`config.mk`:
```
export PLATFORM = sky130hd
export DESIGN_NAME = wave_counter
export DESIGN_NICKNAME = d
export VERILOG_FILES = /design/src/rtl/wave_counter.sv
export SDC_FILE = /design/constraint.sdc
export NUM_CORES = 1
export LEC_CHECK = 0
export CAP_MARGIN = 0
export CORE_AREA = 8 8 45 47
export DETAILED_ROUTE_END_ITERATION = 8
export DIE_AREA = 0 0 53 55
export PLACE_DENSITY = 0.46
export SETUP_SLACK_MARGIN = 0.4
export SLEW_MARGIN = 20
export SYNTH_ARGS = -nofsm -noshare
export SYNTH_HDL_FRONTEND = slang
export SYNTH_SLANG_ARGS = --single-unit
```
`constraint.sdc`:
```
create_clock -name clk_i -period 1.7 [get_ports clk_i]
set_input_delay 0.255 -clock clk_i [delete_from_list [all_inputs] [get_ports clk_i]]
set_output_delay 0.255 -clock clk_i [all_outputs]
set_load 0.005 [all_outputs]
```
`src/rtl/wave_counter.sv`:
```
// Modulo up/down counter addressing a one-period waveform table.
// The count wraps in both directions, so playback never stalls at an end of the table.
module wave_counter #(
    parameter int max_val_p = 15,
    parameter int width_p   = (max_val_p < 1) ? 1 : $clog2(max_val_p + 1)
) (
    input  logic               clk_i,
    input  logic               reset_i,
    input  logic               up_i,
    input  logic               down_i,
    output logic [width_p-1:0] count_o,
    output logic               wrap_o
);

    if (max_val_p < 1) begin : g_bad_max
        $error("wave_counter: max_val_p must be >= 1");
    end
    if (width_p < $clog2(max_val_p + 1)) begin : g_bad_width
        $error("wave_counter: width_p too small to hold max_val_p");
    end

    localparam logic [width_p-1:0] max_c = width_p'(max_val_p);
    localparam logic [width_p-1:0] one_c = width_p'(1);

    logic [width_p-1:0] count_q;
    logic [width_p-1:0] count_d;
    logic               step_up;
    logic               step_down;

    assign step_up   = up_i & ~down_i;
    assign step_down = down_i & ~up_i;

    always_comb begin
        // NOTE: default first, so every path assigns count_d and no latch is inferred.
        count_d = count_q;
        if (step_up) begin
            // >= rather than == so a corrupted out-of-range count recovers to 0.
            count_d = (count_q >= max_c) ? '0 : count_q + one_c;
        end else if (step_down) begin
            count_d = (count_q == '0) ? max_c : count_q - one_c;
        end
    end

    // NOTE: non-blocking assignment for state so all flops update together on the edge.
    always_ff @(posedge clk_i or negedge reset_i) begin
        if (!reset_i) begin
            count_q <= '0;
        end else begin
            count_q <= count_d;
        end
    end

    assign count_o = count_q;
    assign wrap_o  = reset_i & ((step_up & (count_q == max_c)) |
                                (step_down & (count_q == '0)));

endmodule

```
==> metrics.md <==
| Metric | Value |
|---|---|
| First-pass DRT Iterations | `4` |
| Ranking of synthesized cells by area | `dfrtp_1 28%, ha_1 14%, inv_1 5.3%, xor2_1 5.0%, nor2_1 4.3%` |
| WL/cell | `13.2 um` |
| Syn Inst Count | `39` |
| Sw frac | `37.7%` |
| Final ANT Viol Nets | `0` |
| Root buf cell | `clkbuf_4` |
| Syn_area_per_cell | `9.05 sq um` |
| CP delay by family, top | `flip-flops` |
| Overflow after GRT | `0` |
| I/O pin count | `9` |
| Layout cell share with drive strength beyond 1 | `47.8%` |
| Layout area overhead | `74.1%` |
| Slew Limit Fails | `0` |
| CTS Sinks | `4` |
| FILL cells | `135` |
| Critical setup path kind | `reg2reg` |
| Reg power frac | `19.9%` |
| Routability-driven placement congestion ratio | `0.830` |
| Power Internal | `0.000633 W` |
| Commonest non-fill, non-tap cells in the layout | `14 x buf_4, 5 x inv_1, 4 x nor2_1, 4 x buf_6` |
| Final core utilization | `44.4%` |
| Library cells used by synthesis | `24` |
| Hold_buf cts | `0` |
| CP endpoint kind | `register` |
| Worst Path Arrival | `1.68 ns` |
| Post-placement setup slack | `-0.297 ns` |
| Initial Util | `25.5%` |
| Largest net degree at the start of global routing | `7` |
| Clock power share | `12.1%` |
| Placed insts | `73` |
| Detailed Route WL | `1.10 mm` |
| TritonCTS buffer count | `3` |
| Status | `completed` |
| Die Ht | `55 um` |
| Seq/Total Area, Yosys | `28.4%` |
| CTS tree | `built` |
| Combinational cell fraction of total power | `68.0%` |
| Final setup vio count | `0` |
| Worst hold path class | `in2async` |
| Initial DRC Count | `6` |
| Slew margin rel. | `86.1%` |
| Commonest non-fill, non-tap cell in the layout | `buf_4` |
| Multi-input gate area | `245 sq um` |
| Reg-to-reg startpoint | `count_o[0]$_DFFE_PN0P_` |
| Nets | `77` |
| Reg area | `101 sq um` |
| IO buf count | `8` |
| Crit path cell chain | `ha_2 -> buf_4 -> buf_4 -> nand2b_1 -> o2111a_1 -> a211oi_2` |
| Die width | `53 um` |
| RSZ-0062 raised after global routing | `true` |
| Yosys warns | `0` |
| Buf/Inv on CP | `2` |
| Pwr Density | `1650 nW/um^2` |
| Net Sw Power | `0.000383 W` |
| Crit path time final | `1.55 ns` |
| Initial antenna violation count | `0` |
| GRT Overall Usage | `8.60%` |
| Max incr delay on CP | `0.43 ns` |
| Crit-path most repeated cell | `buf_4` |
| Clk slew on worst S/H paths | `0.04 ns` |
| Yosys reg bits | `4` |
| Final hold vios | `0` |
| CP required | `1.84 ns` |
| VDD IR max | `0.629 mV` |
| CP Launch Type | `register` |
| Mapped Nets | `47` |
| Max reg flops | `4` |
| Layout Cells excl Fill | `83` |
| H-Tree Depth | `1` |
| Mapped Area | `353 sq um` |
| Tcrit/Tclk final | `91.0%` |
| DR vias/cell | `4.89` |
| Pleak | `0.304 nW` |
| WHS | `0.314 ns` |
| Reg2reg path depth | `6` |
| Measured slew at the worst slew-check pin | `0.208 ns` |
| Post-synth top area share | `28.4%` |
| Max Clock Skew | `0.0110 ns` |
| Clock buffer depth | `2` |
| Number of global-route vias before repair | `438` |
| Via count | `406` |
| Crit-path max FO | `4` |
| Number of max-cap violations | `0` |
| Total chip power | `0.00102 W` |
| Clk_lat worst skew | `0.25 ns` |
| # DRC | `0` |
| First-pass GRT wire length | `1.78 mm` |
| Diodes inserted | `0` |
| Max Freq | `646 MHz` |
| Final worst slack | `0.153 ns` |
| Die area | `2920 sq um` |
| Area leader, netlist | `dfrtp_1` |
| Slowest CP cell | `dfrtp_2` |
| Critical R2R Capture | `count_o[3]$_DFFE_PN0P_` |
| Post-DP HPWL | `787 um` |
| # rows | `14` |
| R2r setup slk | `0.15 ns` |
| Core ar. | `1380 sq um` |
## layer usage
metal  vias to the layer above  global-route usage, %  wire length (um)
li1                        194                      -                 -
met1                       194                   6.88               436
met2                        14                   15.8               564
met3                         4                   2.14                40
met4                         0                   9.91                55
met5                         -                      0                 0
## what timing repair did
| item | in CTS | in global routing |
|---|---|---|
| endpoints found under the setup margin | 8 | 6 |
| gates resized for setup | 16 | 8 |
| pin swaps | 4 | 2 |
| setup buffers | 5 | 2 |
## how the worst max path moves through the flow
stage / startpoint / end / slack [ns] / cells past startpoint
floorplan: up_i / count_o[3]$_DFFE_PN0P_ / 0.41 / 5
global placement: up_i / wrap_o / -0.30 / 5
detailed placement: down_i / wrap_o / -0.30 / 6
CTS: count_o[0]$_DFFE_PN0P_ / wrap_o / 0.19 / 4
global route: count_o[0]$_DFFE_PN0P_ / count_o[3]$_DFFE_PN0P_ / 0.10 / 6
finish: count_o[0]$_DFFE_PN0P_ / count_o[3]$_DFFE_PN0P_ / 0.15 / 6
## power by group through the flow
stage | registers (W) | clock network (W) | logic (W)
4_1_cts | 0.000203 | 0.000116 | 0.000644
5_1_grt | 0.000208 | 0.000133 | 0.000752
2_1_floorplan | 0.000229 | 0 | 0.000218
3_3_place_gp | 0.000202 | 0 | 0.000548
3_5_place_dp | 0.000200 | 0 | 0.000556
6_report | 0.000202 | 0.000123 | 0.000691
## through the flow
step | setup TNS (ns) | instance area, sq um
floorplan | 0 | 368
global placement | -0.445 | 539
detailed placement | -0.479 | 539
CTS | 0 | 606
global route | 0 | 614
finish | 0 | 614
## cell usage after synthesis, drive strengths merged
master / n
ha: 4
a21boi: 1
nand4: 1
or4: 1
inv: 5
and2: 1
nand4b: 1
buf: 1
o2111a: 1
a21oi: 1
o22ai: 1
a211oi: 1
o21ai: 1
dfrtp: 4
nor2b: 1
xor2: 2
nor2: 4
nand2: 1
nand2b: 2
o21bai: 1
nand3: 1
mux2i: 1
a31oi: 1
nand3b: 1
## final cells by class
| type | count | area share, % |
|---|---|---|
| Clock buffer | 3 | 3.67 |
| Inverter | 5 | 3.05 |
| Multi-Input combinational cell | 29 | 39.9 |
| Sequential cell | 4 | 16.5 |
| Tap cell | 16 | 3.26 |
| Timing Repair Buffer | 26 | 33.6 |
## cells by family (layout without fill, tap and decap cells)
logic type	after synthesis	after routing	share of synthesized area, %
AND/OR/NAND/NOR	14	14	23.4
AO/OA/AOI/OAI	8	8	17.7
buffers and inverters	6	34	8.51
adder cells (fa/ha/maj)	4	4	14.2
flip-flops	4	4	28.4
XOR/XNOR	2	2	4.97
multiplexers	1	1	2.84
No activity file was read; power rests on OpenSTA's default activity.
